===== src/rtl/trail_writer_multi_if.sv =====
// Frame-buffer write port and sprite ROM read port of the trail writer.
// The master side (the writer) drives addresses, data and write valid.
interface trail_writer_multi_if #(
  parameter int ADDR_W = 20,
  parameter int DATA_W = 16,
  parameter int ROM_AW = 6
) ();
  logic [ADDR_W-1:0] fb_addr;
  logic [DATA_W-1:0] fb_data;
  logic              fb_we;
  logic              fb_ready;
  logic [ROM_AW-1:0] rom_addr;
  logic [DATA_W-1:0] rom_data;

  modport master (
    output fb_addr, fb_data, fb_we, rom_addr,
    input  fb_ready, rom_data
  );

  modport slave (
    input  fb_addr, fb_data, fb_we, rom_addr,
    output fb_ready, rom_data
  );
endinterface


===== src/rtl/trail_writer_multi.sv =====
// Multi-player trail writer: detects cell changes, queues one request per player,
// arbitrates round-robin and copies the matching sprite from ROM into the frame buffer.
module trail_writer_multi #(
  parameter int         NUM_PLAYERS = 2,
  parameter int         COORD_W     = 8,
  parameter int         ADDR_W      = 20,
  parameter int         DATA_W      = 16,
  parameter int         ROW_STRIDE  = 320,
  parameter int         CELL_W      = 2,
  parameter int         CELL_H      = 4,
  parameter int         X_OFF       = 0,
  parameter int         Y_OFF       = 0,
  parameter logic [2:0] RUN_STATE   = 3'b010
) (
  input  logic                           Clk,
  input  logic                           Reset_n,
  input  logic [2:0]                     Game_State,
  input  logic [NUM_PLAYERS*COORD_W-1:0] Pos_X,
  input  logic [NUM_PLAYERS*COORD_W-1:0] Pos_Y,
  input  logic [NUM_PLAYERS*2-1:0]       Dir,
  trail_writer_multi_if.master           mem,
  output logic                           busy,
  output logic [NUM_PLAYERS-1:0]         drop
);

  localparam int ROM_AW = $clog2(NUM_PLAYERS*3*CELL_W*CELL_H);
  localparam int PW     = (NUM_PLAYERS > 1) ? $clog2(NUM_PLAYERS) : 1;
  localparam int PW1    = PW + 1;
  localparam int RW     = (CELL_H > 1) ? $clog2(CELL_H) : 1;
  localparam int CW     = (CELL_W > 1) ? $clog2(CELL_W) : 1;
  localparam int SLOT_W = 2 + 2*COORD_W;

  typedef enum logic [2:0] {S_IDLE, S_LOAD, S_READ, S_WAIT, S_WRITE} state_t;

  state_t                    r_state;
  logic [PW-1:0]             r_ptr;
  logic [PW-1:0]             r_cur_p;
  logic [1:0]                r_cur_type;
  logic [COORD_W-1:0]        r_cur_x;
  logic [COORD_W-1:0]        r_cur_y;
  logic [ADDR_W-1:0]         r_row_addr;
  logic [RW-1:0]             r_row;
  logic [CW-1:0]             r_col;
  logic [ROM_AW-1:0]         r_rom_addr;
  logic [ADDR_W-1:0]         r_fb_addr;
  logic [DATA_W-1:0]         r_fb_data;
  logic                      r_fb_we;

  logic                      w_run;
  logic [NUM_PLAYERS-1:0]    w_pend;
  logic [NUM_PLAYERS-1:0]    w_gnt_hit;
  logic [NUM_PLAYERS*SLOT_W-1:0] w_slot_flat;
  logic [NUM_PLAYERS-1:0]    w_rot;
  logic [PW-1:0]             w_off;
  logic [PW1-1:0]            w_sum;
  logic [PW-1:0]             w_gnt_idx;
  logic [PW1-1:0]            w_ptr_inc;
  logic [PW-1:0]             w_ptr_next;
  logic                      w_gnt_valid;
  logic                      w_gnt_fire;
  logic [SLOT_W-1:0]         w_gnt_slot;
  logic [ADDR_W-1:0]         w_bx;
  logic [ADDR_W-1:0]         w_by;
  logic [ADDR_W-1:0]         w_base;
  logic [ROM_AW-1:0]         w_rom_start;

  assign w_run = (Game_State == RUN_STATE);

  genvar gi;
  generate
    for (gi = 0; gi < NUM_PLAYERS; gi++) begin : g_player
      logic [COORD_W-1:0] w_x, w_y;
      logic [1:0]         w_dir, w_type;
      logic               w_move;
      logic [COORD_W-1:0] r_x_old, r_y_old, r_slot_x, r_slot_y;
      logic [1:0]         r_dir_old, r_slot_type;
      logic               r_pend, r_drop;

      assign w_x    = Pos_X[gi*COORD_W +: COORD_W];
      assign w_y    = Pos_Y[gi*COORD_W +: COORD_W];
      assign w_dir  = Dir[gi*2 +: 2];
      assign w_move = w_run && ((w_x != r_x_old) || (w_y != r_y_old));
      assign w_type = (w_dir != r_dir_old) ? 2'd2 : (w_dir[1] ? 2'd0 : 2'd1);

      assign w_pend[gi]    = r_pend;
      assign drop[gi]      = r_drop;
      assign w_gnt_hit[gi] = w_gnt_fire && (w_gnt_idx == PW'(gi));
      assign w_slot_flat[gi*SLOT_W +: SLOT_W] = {r_slot_type, r_slot_x, r_slot_y};

      always_ff @(posedge Clk or negedge Reset_n) begin
        if (!Reset_n) begin
          r_x_old     <= '0;
          r_y_old     <= '0;
          r_dir_old   <= '0;
          r_slot_x    <= '0;
          r_slot_y    <= '0;
          r_slot_type <= '0;
          r_pend      <= 1'b0;
          r_drop      <= 1'b0;
        end else begin
          r_x_old   <= w_x;
          r_y_old   <= w_y;
          r_dir_old <= w_dir;
          if (!w_run) begin
            r_pend <= 1'b0;
            r_drop <= 1'b0;
          end else if (w_move) begin
            // A grant in this cycle reads the old slot contents before they are replaced.
            r_slot_type <= w_type;
            r_slot_x    <= w_x;
            r_slot_y    <= w_y;
            r_pend      <= 1'b1;
            if (r_pend && !w_gnt_hit[gi]) r_drop <= 1'b1;
          end else if (w_gnt_hit[gi]) begin
            r_pend <= 1'b0;
          end
        end
      end
    end
  endgenerate

  // Rotate pending so that bit 0 is the player at the pointer, then take the lowest set bit.
  assign w_rot = NUM_PLAYERS'({w_pend, w_pend} >> r_ptr);

  always_comb begin
    w_off = '0;
    for (int k = NUM_PLAYERS-1; k >= 0; k--) begin
      if (w_rot[k]) w_off = PW'(k);
    end
  end

  assign w_sum       = {1'b0, r_ptr} + {1'b0, w_off};
  assign w_gnt_idx   = (w_sum >= PW1'(NUM_PLAYERS)) ? PW'(w_sum - PW1'(NUM_PLAYERS)) : PW'(w_sum);
  assign w_ptr_inc   = {1'b0, w_gnt_idx} + PW1'(1);
  assign w_ptr_next  = (w_ptr_inc >= PW1'(NUM_PLAYERS)) ? '0 : PW'(w_ptr_inc);
  assign w_gnt_valid = |w_pend;
  assign w_gnt_fire  = w_run && (r_state == S_IDLE) && w_gnt_valid;
  assign w_gnt_slot  = w_slot_flat[w_gnt_idx*SLOT_W +: SLOT_W];

  assign w_bx        = ADDR_W'(r_cur_x) + ADDR_W'(X_OFF);
  assign w_by        = ADDR_W'(r_cur_y) + ADDR_W'(Y_OFF);
  assign w_base      = w_bx * ADDR_W'(CELL_W) + w_by * ADDR_W'(CELL_H*ROW_STRIDE);
  // Sprite words are stored row-major, so the ROM address simply counts up from here.
  assign w_rom_start = ROM_AW'((int'(r_cur_p)*3 + int'(r_cur_type)) * (CELL_W*CELL_H));

  always_ff @(posedge Clk or negedge Reset_n) begin
    if (!Reset_n) begin
      r_state    <= S_IDLE;
      r_ptr      <= '0;
      r_cur_p    <= '0;
      r_cur_type <= '0;
      r_cur_x    <= '0;
      r_cur_y    <= '0;
      r_row_addr <= '0;
      r_row      <= '0;
      r_col      <= '0;
      r_rom_addr <= '0;
      r_fb_addr  <= '0;
      r_fb_data  <= '0;
      r_fb_we    <= 1'b0;
    end else if (!w_run) begin
      r_state <= S_IDLE;
      r_fb_we <= 1'b0;
    end else begin
      case (r_state)
        S_IDLE: begin
          if (w_gnt_valid) begin
            r_cur_p                     <= w_gnt_idx;
            {r_cur_type, r_cur_x, r_cur_y} <= w_gnt_slot;
            r_ptr                       <= w_ptr_next;
            r_state                     <= S_LOAD;
          end
        end
        S_LOAD: begin
          r_row_addr <= w_base;
          r_row      <= '0;
          r_col      <= '0;
          r_rom_addr <= w_rom_start;
          r_state    <= S_READ;
        end
        S_READ: r_state <= S_WAIT;
        S_WAIT: begin
          r_fb_data <= mem.rom_data;
          r_fb_addr <= r_row_addr + ADDR_W'(r_col);
          r_fb_we   <= 1'b1;
          r_state   <= S_WRITE;
        end
        S_WRITE: begin
          if (mem.fb_ready) begin
            r_fb_we    <= 1'b0;
            r_rom_addr <= r_rom_addr + ROM_AW'(1);
            if (r_col == CW'(CELL_W-1)) begin
              r_col      <= '0;
              r_row_addr <= r_row_addr + ADDR_W'(ROW_STRIDE);
              if (r_row == RW'(CELL_H-1)) begin
                r_state <= S_IDLE;
              end else begin
                r_row   <= r_row + RW'(1);
                r_state <= S_READ;
              end
            end else begin
              r_col   <= r_col + CW'(1);
              r_state <= S_READ;
            end
          end
        end
        default: r_state <= S_IDLE;
      endcase
    end
  end

  assign mem.fb_addr  = r_fb_addr;
  assign mem.fb_data  = r_fb_data;
  assign mem.fb_we    = r_fb_we;
  assign mem.rom_addr = r_rom_addr;
  assign busy         = (r_state != S_IDLE);

endmodule

===== src/flat_wrapper.sv =====
// flat-port wrapper written by rule: the top's interface ports become plain ports
module trail_writer_multi_flat 
#(
  parameter int         NUM_PLAYERS = 2,
  parameter int         COORD_W     = 8,
  parameter int         ADDR_W      = 20,
  parameter int         DATA_W      = 16,
  parameter int         ROW_STRIDE  = 320,
  parameter int         CELL_W      = 2,
  parameter int         CELL_H      = 4,
  parameter int         X_OFF       = 0,
  parameter int         Y_OFF       = 0,
  parameter logic [2:0] RUN_STATE   = 3'b010
)
  (Clk, Reset_n, Game_State, Pos_X, Pos_Y, Dir, busy, drop, mem_fb_addr, mem_fb_data, mem_fb_we, mem_rom_addr, mem_fb_ready, mem_rom_data);
  trail_writer_multi_if #(.ADDR_W(ADDR_W), .DATA_W(DATA_W)) mem_i ();
  input  logic Clk;
  input  logic Reset_n;
  input  logic [2:0] Game_State;
  input  logic [NUM_PLAYERS*COORD_W-1:0] Pos_X;
  input  logic [NUM_PLAYERS*COORD_W-1:0] Pos_Y;
  input  logic [NUM_PLAYERS*2-1:0] Dir;
  output logic busy;
  output logic [NUM_PLAYERS-1:0] drop;
  output wire logic [$bits(mem_i.fb_addr)-1:0] mem_fb_addr;
  output wire logic [$bits(mem_i.fb_data)-1:0] mem_fb_data;
  output wire logic [$bits(mem_i.fb_we)-1:0] mem_fb_we;
  output wire logic [$bits(mem_i.rom_addr)-1:0] mem_rom_addr;
  input wire logic [$bits(mem_i.fb_ready)-1:0] mem_fb_ready;
  input wire logic [$bits(mem_i.rom_data)-1:0] mem_rom_data;
  assign mem_fb_addr = mem_i.fb_addr;
  assign mem_fb_data = mem_i.fb_data;
  assign mem_fb_we = mem_i.fb_we;
  assign mem_rom_addr = mem_i.rom_addr;
  assign mem_i.fb_ready = mem_fb_ready;
  assign mem_i.rom_data = mem_rom_data;
  trail_writer_multi #(.NUM_PLAYERS(NUM_PLAYERS), .COORD_W(COORD_W), .ADDR_W(ADDR_W), .DATA_W(DATA_W), .ROW_STRIDE(ROW_STRIDE), .CELL_W(CELL_W), .CELL_H(CELL_H), .X_OFF(X_OFF), .Y_OFF(Y_OFF), .RUN_STATE(RUN_STATE)) u_core (.Clk(Clk), .Reset_n(Reset_n), .Game_State(Game_State), .Pos_X(Pos_X), .Pos_Y(Pos_Y), .Dir(Dir), .mem(mem_i), .busy(busy), .drop(drop));
endmodule

===== config.mk =====
export PLATFORM = sky130hd
export DESIGN_NAME = trail_writer_multi_flat
export DESIGN_NICKNAME = d
export VERILOG_FILES = /design/src/rtl/trail_writer_multi_if.sv /design/src/rtl/trail_writer_multi.sv /design/src/flat_wrapper.sv
export SDC_FILE = /design/constraint.sdc
export NUM_CORES = 1
export LEC_CHECK = 0
export CORE_MARGIN = 4
export CORE_UTILIZATION = 59
export CTS_CLUSTER_DIAMETER = 60
export CTS_CLUSTER_SIZE = 25
export DETAILED_ROUTE_END_ITERATION = 8
export PLACE_DENSITY = 0.93
export RECOVER_POWER = 25
export SYNTH_ARGS = -nofsm -noshare
export SYNTH_HDL_FRONTEND = slang
export SYNTH_SLANG_ARGS = --single-unit

===== constraint.sdc =====
create_clock -name Clk -period 5.05 [get_ports Clk]
set_input_delay 0.505 -clock Clk [delete_from_list [all_inputs] [get_ports Clk]]
set_output_delay 0.505 -clock Clk [all_outputs]
set_load 0.02 [all_outputs]

==> run metrics <==
worst ir drop on vdd=0.278 mV; Clock Skew=0.00806 ns; worst reg2reg setup slack=2.07 ns; CTS max path bufs=2; hold_buf cts=0; CP Max Fanout=20; sequential-to-total area share from yosys stat=56.4%; multi-input logic area=2920 sq um; Area growth syn-to-layout=23.3%; Slew Viols, Final=116; Post-synth EDFFs=0; Top FF cell, synth=dfrtp_1; Hold Vio Cnt, Final=0; worst r2r src=u_core.r_cur_y[1]; number of port buffers=103; io pins=104; class of the most critical setup path=input pin to flop; Total Routed Length=16700 microns; failing checks=max-capacitance violations, max-slew violations; Via-to-Cell Ratio=6.06; Max Freq=330 MHz; Initial Utilization=60.4%; Yosys cell types=64; yosys warns=0; DIE AREA=14200 sq um; Chip Height=119 microns; CP required=5.36 ns; grt ovf=0; Worst-Skew Late Latency=0.43 ns; vias=5319; RSZ-0062 raised after global routing=false; Slew @ Worst Pin=2.76 ns; Register Area=4100 sq um; pwr/cell area=388 nW/um^2; Synth Instances=600; post-CTS sizing=0; First DRT Iteration DRCs=552; Placed Cells=845; nets@finish=774; TritonCTS buffer count=17; crit path launch type=input pin; LEAKAGE=4.16 nW; setup TNS=0 ns; commonest cells after routing, fill and taps aside=dfrtp_1 (164), mux2_2 (66), clkdlybuf4s50_1 (66), nand2_1 (42), dlygate4sd3_1 (36); Post-Syn Area=7280 sq um; hold_sp=u_core.mem.fb_addr[11]; pin count of the biggest net entering global routing=116; status=finished, violations left; Util after Layout=74.4%; Placer Congestion=0.889; antenna diode count=0; CTS Root Cell=clkbuf_16; Post-synth ARST share=100%; hold path endpoint=u_core.mem.fb_addr[11]; Hold Path Class=flop to flop; layout cells sized above 1=16.1%; fin crit period=3.03 ns; # rows=40; global-route usage over all layers=24.4%; setup bufs post-CTS=0; Max H-tree Level=4; CTS tree=built; CP endpoint kind=flop; critical path arrival=3.34 ns; Slew headroom=-84.0%; Tcrit/Tclk final=60.0%; vias in the first global route=5518; clk sinks=164; dpl hpwl=11500 microns; register bit total from synthesis=164; total of fill cells in the finished design=714; Residual DRC=0; max cap viols=1; commonest non-fill, non-tap cell in the layout=dfrtp_1; syn avg cell area=12.1 sq um; clock transition at the registers of the reported paths=0.06 ns; first-pass GRT wire length=27400 microns; final std cells w/o fill=877; WL per Instance=19.1 microns; Synth Net Count=678; drt pass-1 iters=8; antenna violations before repair=0; core area=12100 sq um; Finish-stage setup viols=0; die width=119 microns; ANT nets after route=0; r2r worst-path depth=9; final hold slack=0.480 ns; Hold Path Stages=2; R2R Path End=u_core.r_row_addr[16]
==> per-stage QoR <==
| step | instance area [sq um] | total power (W) | worst slack [ns] |
|---|---|---|---|
| 2_1_floorplan | 7280 | 0.00197 | 2.27 |
| 3_3_place_gp | 8390 | 0.00214 | 1.82 |
| 3_5_place_dp | 8390 | 0.00219 | 1.67 |
| 4_1_cts | 8980 | 0.00349 | 2.09 |
| 5_1_grt | 8980 | 0.00364 | 1.77 |
| 6_report | 8980 | 0.00348 | 2.02 |
==> synthesized netlist by cell type (10+ instances only) <==
cell type	number	share of area, %
dfrtp_1	164	56
mux2_2	66	10
nand2_1	42	2.2
a21oi_1	35	2.4
xor2_1	35	4.2
inv_1	29	1.5
o21ai_0	23	1.6
nor2_1	19	0.98
a222oi_1	18	2.5
ha_1	18	3.1
nand3_1	17	1.2
nor4_1	12	1.0
nor3_1	11	0.76
buf_2	10	0.69
==> power breakdown <==
group | internal (W) | total, W | switching [W] | leakage [nW]
Sequential | 0.00145 | 0.00156 | 0.000114 | 2.08
Clock | 0.000804 | 0.00130 | 0.000499 | 0.288
Combinational | 0.000295 | 0.000617 | 0.000322 | 1.79
==> worst max-delay path, stage by stage <==
cell           delay (ns)
dlygate4sd3_1        0.60
xor2_1               0.16
nor4_1               0.48
nand4_1              0.37
nand2_1              0.79
mux2_2               0.43
==> cell type report <==
cell class / instances / area share (%)
clock inverters: 8 / 1.39
repair buffers: 105 / 11.6
well taps: 168 / 2.34
multi-input cells: 379 / 32.5
inverters: 29 / 1.21
clock buffers: 24 / 5.25
flip-flops and latches: 164 / 45.7
==> how the worst max path moves through the flow <==
stage | slack [ns] | endpoint | start | cells after the start
6_report | 2.02 | u_core.g_player[1].r_slot_y[0] | Pos_X[10] | 6
5_1_grt | 1.77 | u_core.g_player[0].r_dir_old[0] | Reset_n | 2
4_1_cts | 2.09 | u_core.mem.fb_data[11] | Game_State[1] | 4
3_5_place_dp | 1.67 | u_core.mem.fb_data[11] | Game_State[1] | 4
3_3_place_gp | 1.82 | u_core.mem.fb_addr[17] | Game_State[1] | 4
2_1_floorplan | 2.27 | u_core.r_row_addr[16] | u_core.r_cur_y[1] | 9
==> per-layer routing <==
layer | GRT usage [%] | routed length [microns] | vias to the layer above
met4 | 10.1 | 372 | 0
met5 | 0 | 0 | -
met1 | 30.4 | 6910 | 2649
li1 | - | - | 2374
met3 | 5.70 | 1040 | 32
met2 | 41.0 | 8420 | 264
==> kinds of logic (layout without fill, tap and decap cells) <==
group                      Yosys count  after routing  share of synthesized area (%)
xor gates and xnor gates            43             43                           5.46
buffers and inverters               57            166                           3.64
DFF                                164            164                           56.4
and+or+nand+nor                    137            137                           10.3
muxes                               67             67                           10.3
adders and majority gates           20             20                           3.64
AOI/OAI and AO/OA                  112            112                           10.3
==> state kept, by name, indices dropped and copies added (netlist names), 2 cells and up <==
register,count
u_core.r_state,3
u_core.g_player.r_slot_x,16
u_core.r_cur_x,8
u_core.mem.fb_data,16
u_core.g_player.r_slot_type,4
u_core.mem.fb_addr,20
u_core.r_row_addr,19
u_core.g_player.r_dir_old,4
u_core.r_cur_type,2
u_core.g_player.r_slot_y,16
u_core.g_player.r_x_old,16
u_core.r_row,2
u_core.g_player.r_pend,2
u_core.mem.rom_addr,6
u_core.r_cur_y,8
u_core.g_player.r_y_old,16
u_core.g_player.r_drop,2
No activity file was read; power rests on OpenSTA's default activity.
